`config.mk`:
```
export PLATFORM = sky130hd
export DESIGN_NAME = adc_read_ctrl
export DESIGN_NICKNAME = d
export VERILOG_FILES = /design/src/rtl/adc_read_ctrl.sv
export SDC_FILE = /design/constraint.sdc
export NUM_CORES = 1
export LEC_CHECK = 0
export CORE_MARGIN = 3
export CORE_UTILIZATION = 46
export DETAILED_ROUTE_END_ITERATION = 12
export GPL_TIMING_DRIVEN = 0
export MAX_ROUTING_LAYER = met4
export PLACE_DENSITY = 0.74
export SLEW_MARGIN = 30
export SYNTH_ARGS = -nofsm -noshare
export SYNTH_HDL_FRONTEND = slang
export SYNTH_SLANG_ARGS = --single-unit
```
`constraint.sdc`:
```
create_clock -name clock_i -period 2.2 [get_ports clock_i]
set_input_delay 0.33 -clock clock_i [delete_from_list [all_inputs] [get_ports clock_i]]
set_output_delay 0.33 -clock clock_i [all_outputs]
set_load 0.01 [all_outputs]
```
`src/rtl/adc_read_ctrl.sv`:
```
// -----------------------------------------------------------------------------
// adc_read_ctrl
//
// Sequences one SPI conversion read from the DAQ ADC:
//   1. wait for DRDY (active low, synchronized here),
//   2. assert CS and shift out the RDATA opcode MSB first,
//   3. idle SCLK low for the command-to-data delay (T6),
//   4. enable the external spi_rx and clock exactly DATA_WIDTH SCLK pulses,
//   5. once spi_rx reports a full word, latch it onto data_o with a one-cycle
//      data_valid_o pulse and release CS.
// In continuous mode the controller rearms to wait for the next DRDY instead
// of returning to IDLE.
//
// Ports
//   clock_i       in   1           system clock
//   reset_ni      in   1           asynchronous active-low reset
//   start_i       in   1           request one read (sampled in IDLE only)
//   continuous_i  in   1           at DONE: 1 = rearm, 0 = return to IDLE
//   DRDY_ni       in   1           ADC data-ready, active low, asynchronous
//   SCLK_o        out  1           SPI clock, idles low
//   CS_no         out  1           SPI chip select, active low
//   MOSI_o        out  1           SPI data to ADC
//   rx_en_o       out  1           enable to spi_rx; low clears its bit counter
//   rx_done_i     in   1           spi_rx has received DATA_WIDTH bits
//   rx_data_i     in   DATA_WIDTH  spi_rx parallel word
//   data_o        out  DATA_WIDTH  last captured word, held until next capture
//   data_valid_o  out  1           one-cycle pulse when data_o updates
//   busy_o        out  1           high in every state except IDLE
// -----------------------------------------------------------------------------
module adc_read_ctrl #(
    parameter int                  CLK_DIV    = 8,
    parameter int                  CMD_BITS   = 8,
    parameter logic [CMD_BITS-1:0] RDATA_CMD  = 8'h01,
    parameter int                  T6_CYCLES  = 50,
    parameter int                  DATA_WIDTH = 24
) (
    input  logic                  clock_i,
    input  logic                  reset_ni,
    input  logic                  start_i,
    input  logic                  continuous_i,
    input  logic                  DRDY_ni,
    output logic                  SCLK_o,
    output logic                  CS_no,
    output logic                  MOSI_o,
    output logic                  rx_en_o,
    input  logic                  rx_done_i,
    input  logic [DATA_WIDTH-1:0] rx_data_i,
    output logic [DATA_WIDTH-1:0] data_o,
    output logic                  data_valid_o,
    output logic                  busy_o
);

    // -------------------------------------------------------------------------
    // Counter sizing
    // -------------------------------------------------------------------------
    localparam int MAX_BITS = (CMD_BITS > DATA_WIDTH) ? CMD_BITS : DATA_WIDTH;
    localparam int BIT_W    = $clog2(MAX_BITS) + 1;
    localparam int DIV_W    = $clog2(CLK_DIV) + 1;
    localparam int T6_W     = $clog2(T6_CYCLES) + 1;

    localparam logic [DIV_W-1:0] HALF_LAST = DIV_W'(CLK_DIV - 1);
    localparam logic [BIT_W-1:0] CMD_LAST  = BIT_W'(CMD_BITS - 1);
    localparam logic [BIT_W-1:0] DATA_CNT  = BIT_W'(DATA_WIDTH);
    localparam logic [T6_W-1:0]  T6_LAST   = T6_W'(T6_CYCLES - 1);

    // -------------------------------------------------------------------------
    // State encoding
    // -------------------------------------------------------------------------
    localparam logic [2:0] ST_IDLE      = 3'd0;
    localparam logic [2:0] ST_WAIT_DRDY = 3'd1;
    localparam logic [2:0] ST_CMD       = 3'd2;
    localparam logic [2:0] ST_T6_WAIT   = 3'd3;
    localparam logic [2:0] ST_READ      = 3'd4;
    localparam logic [2:0] ST_DONE      = 3'd5;

    // -------------------------------------------------------------------------
    // Registers and their next-state values
    // -------------------------------------------------------------------------
    logic [2:0]            state_reg,     state_next;
    logic                  sclk_reg,      sclk_next;
    logic                  cs_n_reg,      cs_n_next;
    logic                  mosi_reg,      mosi_next;
    logic                  rx_en_reg,     rx_en_next;
    logic [DATA_WIDTH-1:0] data_reg,      data_next;
    logic                  valid_reg,     valid_next;
    logic [DIV_W-1:0]      half_cnt_reg,  half_cnt_next;
    logic [BIT_W-1:0]      bit_cnt_reg,   bit_cnt_next;
    logic [T6_W-1:0]       t6_cnt_reg,    t6_cnt_next;
    logic [CMD_BITS-1:0]   cmd_shift_reg, cmd_shift_next;

    // DRDY synchronizer; resets to the inactive (high) level so a reset never
    // looks like a data-ready event.
    logic drdy_meta_reg;
    logic drdy_sync_reg;

    always_ff @(posedge clock_i or negedge reset_ni) begin
        if (!reset_ni) begin
            drdy_meta_reg <= 1'b1;
            drdy_sync_reg <= 1'b1;
        end else begin
            drdy_meta_reg <= DRDY_ni;
            drdy_sync_reg <= drdy_meta_reg;
        end
    end

    // End of an SCLK half-period: the SCLK level flips on this cycle's edge.
    logic half_tick;
    assign half_tick = (half_cnt_reg == HALF_LAST);

    // -------------------------------------------------------------------------
    // Next-state logic
    // -------------------------------------------------------------------------
    always_comb begin
        state_next     = state_reg;
        sclk_next      = sclk_reg;
        cs_n_next      = cs_n_reg;
        mosi_next      = mosi_reg;
        rx_en_next     = rx_en_reg;
        data_next      = data_reg;
        valid_next     = 1'b0;
        half_cnt_next  = half_cnt_reg;
        bit_cnt_next   = bit_cnt_reg;
        t6_cnt_next    = t6_cnt_reg;
        cmd_shift_next = cmd_shift_reg;

        case (state_reg)
            ST_IDLE: begin
                sclk_next = 1'b0;
                cs_n_next = 1'b1;
                if (start_i) begin
                    state_next = ST_WAIT_DRDY;
                end
            end

            ST_WAIT_DRDY: begin
                sclk_next = 1'b0;
                if (!drdy_sync_reg) begin
                    // MOSI carries the opcode MSB from the moment CS falls, so
                    // it is settled a full half-period before the first rise.
                    state_next     = ST_CMD;
                    cs_n_next      = 1'b0;
                    mosi_next      = RDATA_CMD[CMD_BITS-1];
                    cmd_shift_next = RDATA_CMD << 1;
                    half_cnt_next  = '0;
                    bit_cnt_next   = '0;
                end
            end

            ST_CMD: begin
                if (half_tick) begin
                    half_cnt_next = '0;
                    sclk_next     = ~sclk_reg;
                    // sclk_reg high here means this edge is a falling edge:
                    // the ADC has sampled the current bit, advance to the next.
                    if (sclk_reg) begin
                        if (bit_cnt_reg == CMD_LAST) begin
                            state_next   = ST_T6_WAIT;
                            mosi_next    = 1'b0;
                            t6_cnt_next  = '0;
                            rx_en_next   = 1'b1;
                            bit_cnt_next = '0;
                        end else begin
                            bit_cnt_next   = bit_cnt_reg + BIT_W'(1);
                            mosi_next      = cmd_shift_reg[CMD_BITS-1];
                            cmd_shift_next = cmd_shift_reg << 1;
                        end
                    end
                end else begin
                    half_cnt_next = half_cnt_reg + DIV_W'(1);
                end
            end

            ST_T6_WAIT: begin
                sclk_next = 1'b0;
                // READ starts with a fresh half-period, so the first data rise
                // lands CLK_DIV clocks after the T6 count expires.
                if (t6_cnt_reg == T6_LAST) begin
                    state_next    = ST_READ;
                    half_cnt_next = '0;
                    bit_cnt_next  = '0;
                end else begin
                    t6_cnt_next = t6_cnt_reg + T6_W'(1);
                end
            end

            ST_READ: begin
                if (bit_cnt_reg != DATA_CNT) begin
                    // Still clocking: rx_done_i is deliberately ignored until
                    // all DATA_WIDTH falling edges have been produced.
                    if (half_tick) begin
                        half_cnt_next = '0;
                        sclk_next     = ~sclk_reg;
                        if (sclk_reg) begin
                            bit_cnt_next = bit_cnt_reg + BIT_W'(1);
                        end
                    end else begin
                        half_cnt_next = half_cnt_reg + DIV_W'(1);
                    end
                end else begin
                    sclk_next = 1'b0;
                    if (rx_done_i) begin
                        // Capture and CS release happen on entry to DONE so
                        // the DONE cycle itself shows CS high and valid high.
                        state_next = ST_DONE;
                        data_next  = rx_data_i;
                        valid_next = 1'b1;
                        rx_en_next = 1'b0;
                        cs_n_next  = 1'b1;
                    end
                end
            end

            ST_DONE: begin
                sclk_next     = 1'b0;
                half_cnt_next = '0;
                bit_cnt_next  = '0;
                state_next    = continuous_i ? ST_WAIT_DRDY : ST_IDLE;
            end

            default: begin
                state_next = ST_IDLE;
                sclk_next  = 1'b0;
                cs_n_next  = 1'b1;
                mosi_next  = 1'b0;
                rx_en_next = 1'b0;
            end
        endcase
    end

    // -------------------------------------------------------------------------
    // State registers
    // -------------------------------------------------------------------------
    always_ff @(posedge clock_i or negedge reset_ni) begin
        if (!reset_ni) begin
            state_reg     <= ST_IDLE;
            sclk_reg      <= 1'b0;
            cs_n_reg      <= 1'b1;
            mosi_reg      <= 1'b0;
            rx_en_reg     <= 1'b0;
            data_reg      <= '0;
            valid_reg     <= 1'b0;
            half_cnt_reg  <= '0;
            bit_cnt_reg   <= '0;
            t6_cnt_reg    <= '0;
            cmd_shift_reg <= '0;
        end else begin
            state_reg     <= state_next;
            sclk_reg      <= sclk_next;
            cs_n_reg      <= cs_n_next;
            mosi_reg      <= mosi_next;
            rx_en_reg     <= rx_en_next;
            data_reg      <= data_next;
            valid_reg     <= valid_next;
            half_cnt_reg  <= half_cnt_next;
            bit_cnt_reg   <= bit_cnt_next;
            t6_cnt_reg    <= t6_cnt_next;
            cmd_shift_reg <= cmd_shift_next;
        end
    end

    // -------------------------------------------------------------------------
    // Outputs (all registered except busy, which decodes the state register)
    // -------------------------------------------------------------------------
    assign SCLK_o       = sclk_reg;
    assign CS_no        = cs_n_reg;
    assign MOSI_o       = mosi_reg;
    assign rx_en_o      = rx_en_reg;
    assign data_o       = data_reg;
    assign data_valid_o = valid_reg;
    assign busy_o       = (state_reg != ST_IDLE);

endmodule

```
### Yosys cells after proc, flatten, opt, wreduce, memory -nomap -nowiden

Index checks and enable logic that the tools add are counted.

| word-level totals | value |
|---|---|
| register bits after elaboration | 59 |
| input port bits | 30 |
| output and inout bits | 30 |
| word-level logic and storage cells | 114 |

| operators by class | value |
|---|---|
| $add $sub $neg | 3 |
| equal/unequal tests | 22 |
| multiplexer cells | 54 |
| bitwise gates (word level) | 5 |
| reductions and logical operators | 17 |

Operators by type and width:

| operator | number |
|---|---|
| $mux W6 | 8 |
| $mux W8 | 4 |
| $pmux W6 S5 | 1 |
| $mux W7 | 4 |
| $ne A2 B2 Y1 const B | 13 |
| $mux W3 | 8 |
| $pmux W4 S5 | 1 |
| $pmux W3 S6 | 1 |
| $mux W1 | 17 |
| $mux W4 | 4 |
| $pmux W8 S2 | 1 |
| $reduce_and A8 Y1 | 2 |
| $pmux W7 S2 | 1 |
| $reduce_and A4 Y1 | 3 |
| $reduce_and A5 Y1 | 2 |
| $pmux W1 S3 | 3 |
| $reduce_or A4 Y1 | 2 |
| $add A7 B1 Y7 const B | 1 |
| $eq A7 B6 Y1 const B | 1 |
| $add A6 B1 Y6 const B | 1 |
| $eq A3 B2 Y1 const B | 2 |
| $eq A3 B3 Y1 const B | 2 |
| $eq A6 B3 Y1 const B | 1 |
| $ne A6 B5 Y1 const B | 1 |
| other kinds (12) | 17 |

### Longest topological paths before layout

| depth | value |
|---|---|
| depth after elaboration | 5 |
| depth in mapped cells | 8 |
| gate-level depth less buffers | 7 |

### Least setup slack after synthesis

Ideal clock, no wire load.

| path | value |
|---|---|
| path kind | register -> register |
| from | register bit_cnt_reg[0] |
| to | register t6_cnt_reg[2] |
| data arrival time | 2059 ps |
| path slack | 75 ps |
| cell stages (with the launch flop) | 7 |
| buffers on the path | 0 |
| period minus slack after synthesis | 2125 ps |
| cells stage by stage | dfrtp_1 -> ha_1 -> or4bb_1 -> nor4_4 -> nor2_2 -> or4b_1 -> nand2_1 |

| between the ends | value |
|---|---|
| cells in the longest elaborated chain, start to end | 3 |

RTL lines:

| item | RTL line | source |
|---|---|---|
| start, declared | 87 | `logic [BIT_W-1:0] bit_cnt_reg, bit_cnt_next;` |
| start signal, assigned | 255 | `bit_cnt_reg <= bit_cnt_next;` |
| $eq A6 B3 Y1 | 156 | `if (bit_cnt_reg == CMD_LAST) begin` |
| $ne A2 B2 Y1 (no source line) | n/a |  |
| $reduce_and A5 Y1 (no source line) | n/a |  |
| end signal, assigned | 256 | `t6_cnt_reg <= t6_cnt_next;` |
| end, declared | 88 | `logic [T6_W-1:0] t6_cnt_reg, t6_cnt_next;` |

No other way between the ends.
A chain may end at the register's enable or synchronous reset.

### Worst setup path after layout

| path | value |
|---|---|
| from | register bit_cnt_reg[0] |
| to | register data_reg[21], in the netlist data_o[21] |

| between the ends | value |
|---|---|
| cells in the longest elaborated chain, start to end | 3 |

RTL lines:

| item | RTL line | source |
|---|---|---|
| $ne A6 B5 Y1 | 187 | `if (bit_cnt_reg != DATA_CNT) begin` |
| $not A1 Y1 (no source line) | n/a |  |
| $reduce_and A3 Y1 (no source line) | n/a |  |
| end signal, assigned | 252 | `data_reg <= data_next;` |
| end, declared | 84 | `logic [DATA_WIDTH-1:0] data_reg, data_next;` |

No other way between the ends.

==> flow_metrics.py <==
metrics = {
    "sta": {
        "fmax_ghz": 0.460,
        "min_period_ps": 2180,
        "hold_viol": 0,
        "setup_viol": 0,
        "report.final.slew_viol_count": 0,
        "rsz0062_at_grt": "yes",
        "tightest_slew_ps": 513,
        "max_slew_margin_pct": 65.5,
        "finalWorstSetupSlack_ps": 24.2,
        "skew_ps": 10.3,
        "post-route-period-util_pct": 98.9,
    },
    "cells_and_area": {
        "layout.cells.non_filler": 413,
        "diodes": 0,
        "final_nets": 371,
        "synthToLayoutAreaGrowth_pct": 38.3,
        "fin_area_um2": 3840,
        "largest_reg_flops": 24,
        "drive_gt1_share_pct": 22.6,
        "final_core_util_pct": 67.6,
    },
    "logic_synthesis": {
        "yosysWarnings": 0,
        "synth_top_area_cell": "dfrtp_1",
        "syn-cell-area_um2": 2770,
        "ys.flop_type": "dfrtp_1",
        "ys_async_sr_fraction_pct": 100,
        "synthCells": 257,
        "yosysMostFrequentCell": "dfrtp_1",
        "netlist_top_cells_area": "dfrtp_1 50%, mux2_2 9.7%, o21ai_0 3.6%",
        "synth-edff-count": 0,
        "synthesis.nets": 292,
        "synth.distinct_cells": 54,
        "yosys_register_bits": 58,
        "syn_area_per_cell_um2": 10.8,
        "synth_top_area_share_pct": 49.6,
        "synth_common_cells": "55 x dfrtp_1, 24 x mux2_2, 20 x nor2_1, 20 x o21ai_0, 17 x nand2_1",
        "seq_area_frac_synth_pct": 52.5,
    },
    "routing": {
        "drtIter0Drc": 164,
        "first_pass_iters": 4,
        "via_count": 2208,
        "via_per_inst": 5.35,
        "drc_errors": 0,
        "wl_um": 5980,
        "ant_nets": 0,
        "wl_per_cell_um": 14.5,
    },
    "worst_hold_path": {
        "min_path_type": "reg2reg",
        "hold_depth": 0,
        "hold_end": "drdy_sync_reg",
        "hp-start": "drdy_meta_reg",
    },
    "cts": {
        "cts.path.max_buffers": 2,
        "cts_made_buffers": 9,
        "h-tree-depth": 3,
        "clockRootBuffer": "clkbuf_8",
        "clk_latency_ps": 330,
        "cts_tree": "done",
        "cts.sinks": 58,
        "path_clk_slew_ps": 70,
    },
    "place": {
        "port_buffers": 59,
        "place.gp.congestion": 0.885,
        "dpl_worst_slack_ps": -155,
        "post_dp_cell_area_um2": 3470,
        "dp_cells": 389,
        "hpwl_um": 4300,
    },
    "critical_path": {
        "cpPeakStageDelay_ps": 520,
        "cpMaxStageDelayCell": "or4b_4",
        "path_class": "reg2reg",
        "cp.arrival_ps": 2390,
        "regToRegEndpoint": "data_o[21]",
        "reg2reg_depth": 8,
        "crit_family": "simple AND/OR/NAND/NOR gates",
        "r2r-start": "bit_cnt_reg[0]",
        "endpoint_kind": "flip-flop",
        "startpoint_type": "flip-flop",
        "path_max_fanout": 9,
        "path_cells": "inv_2, ha_4, nand3_4, or4b_4, or2_1, buf_6, clkbuf_16, mux2_2",
        "crit_buf_inv": 3,
        "r2r_slack_ps": 20,
        "worstPathRequired_ps": 2410,
    },
    "floorplanning": {
        "die_width_um": 83.7,
        "io-pin-count": 60,
        "start_util_pct": 48.9,
        "row_count": 27,
        "die_area_um2": 7000,
        "die_h_um": 83.7,
        "core_um2": 5680,
    },
    "pwr": {
        "p_per_area_nw_per_um2": 860,
        "internal_power_uw": 2220,
        "power.leakage_uw": 0.00170,
        "swShare_pct": 32.6,
        "clkPwrFrac_pct": 27.6,
        "ir_drop_mv": 0.646,
        "p_sw_uw": 1080,
        "combinationalPowerShare_pct": 31.6,
        "seq_power_share_pct": 40.8,
    },
    "grt": {
        "grt_pass1_wl_um": 9980,
        "overflow": 0,
        "grt_util_met2_pct": 28.1,
        "antenna_found_initial": 0,
        "grt_use_total_pct": 18.2,
        "grtUsageMet3_pct": 3.65,
        "met1_usage_pct": 23.2,
        "grt_pass1_vias": 2081,
        "grt_max_degree": 40,
        "grt.busiest_layer": "met2",
    },
    "job": {
        "drv_cap": 0,
    },
    "status": {
        "status": "finished, final reports clean",
    },
}
[power by group through the flow]
stage                     Clock [uW]  Combinational [uW]  Sequential [uW]
after floorplan                    0                 642             1350
after global placement             0                 933             1350
after detailed placement           0                 954             1360
after CTS                        933                 982             1340
after global routing             990                1180             1370
final                            911                1040             1350
[cell usage in the layout (no fill, tap or decap), drive strengths merged, types with 9 or more instances in the layout]
master,instances
clkdlybuf4s50,57
dfrtp,55
mux2,24
nor2,21
o21ai,20
clkbuf,20
nand2,17
inv,16
buf,16
nand3,12
a21oi,9
[area by class of cell]
cell class | instances | area, um2
inverters | 16 | 60.1
clock buffers | 13 | 139
plain buffers | 12 | 88.8
well taps | 72 | 90.1
multi-input cells | 169 | 1240
repair buffers | 70 | 719
fillers | 437 | 1840
clock inverters | 3 | 40.0
flip-flops and latches | 58 | 1460
[metal layers]
layer	vias up	part of all wire [%]
li1	1072	-
met1	1076	44
met2	51	49
met3	9	4.5
met4	0	1.6
met5	-	0
[logic make-up (layout without fill, tap and decap cells)]
group | Yosys count | in the layout | synth area share, %
AO/OA/AOI/OAI | 57 | 57 | 13.2
adder cells (fa/ha/maj) | 5 | 5 | 2.26
flip-flops | 58 | 58 | 52.5
multiplexers | 26 | 26 | 10.5
AND/OR/NAND/NOR | 76 | 76 | 15.1
XOR/XNOR | 5 | 5 | 1.58
buffers and inverters | 30 | 114 | 4.92
[worst max path at each step]
| stage | start | end | slack [ps] | cells past startpoint |
|---|---|---|---|---|
| final | bit_cnt_reg[0] | data_o[21] | 20 | 8 |
| after global routing | bit_cnt_reg[0] | bit_cnt_reg[3] | -50 | 6 |
| after CTS | bit_cnt_reg[0] | t6_cnt_reg[2] | -30 | 6 |
| after detailed placement | bit_cnt_reg[0] | t6_cnt_reg[2] | -160 | 6 |
| after global placement | reset_ni | data_o[23] | -1030 | 1 |
| after floorplan | bit_cnt_reg[0] | t6_cnt_reg[2] | 80 | 6 |
[timing repair]
| item | CTS | global route |
|---|---|---|
| gates resized for setup | 13 | 9 |
| setup buffers | 2 | 5 |
| hold buffers | 1 | 0 |
| pin swaps | 5 | 3 |
| endpoints found under the hold margin | 16 | 0 |
| endpoints found under the setup margin | 30 | 36 |
| gates cloned | 0 | 2 |
[per-stage QoR]
| stage | power, uW | hold WS [ps] | TNS (ps) |
|---|---|---|---|
| after global placement | 2280 | 346 | -59590 |
| after detailed placement | 2310 | 232 | -2200 |
| after CTS | 3260 | 365 | -48.7 |
| final | 3300 | 365 | 0 |
| after global routing | 3540 | 371 | -619 |
| after floorplan | 1990 | 34.4 | 0 |
No activity file was read; power rests on OpenSTA's default activity.
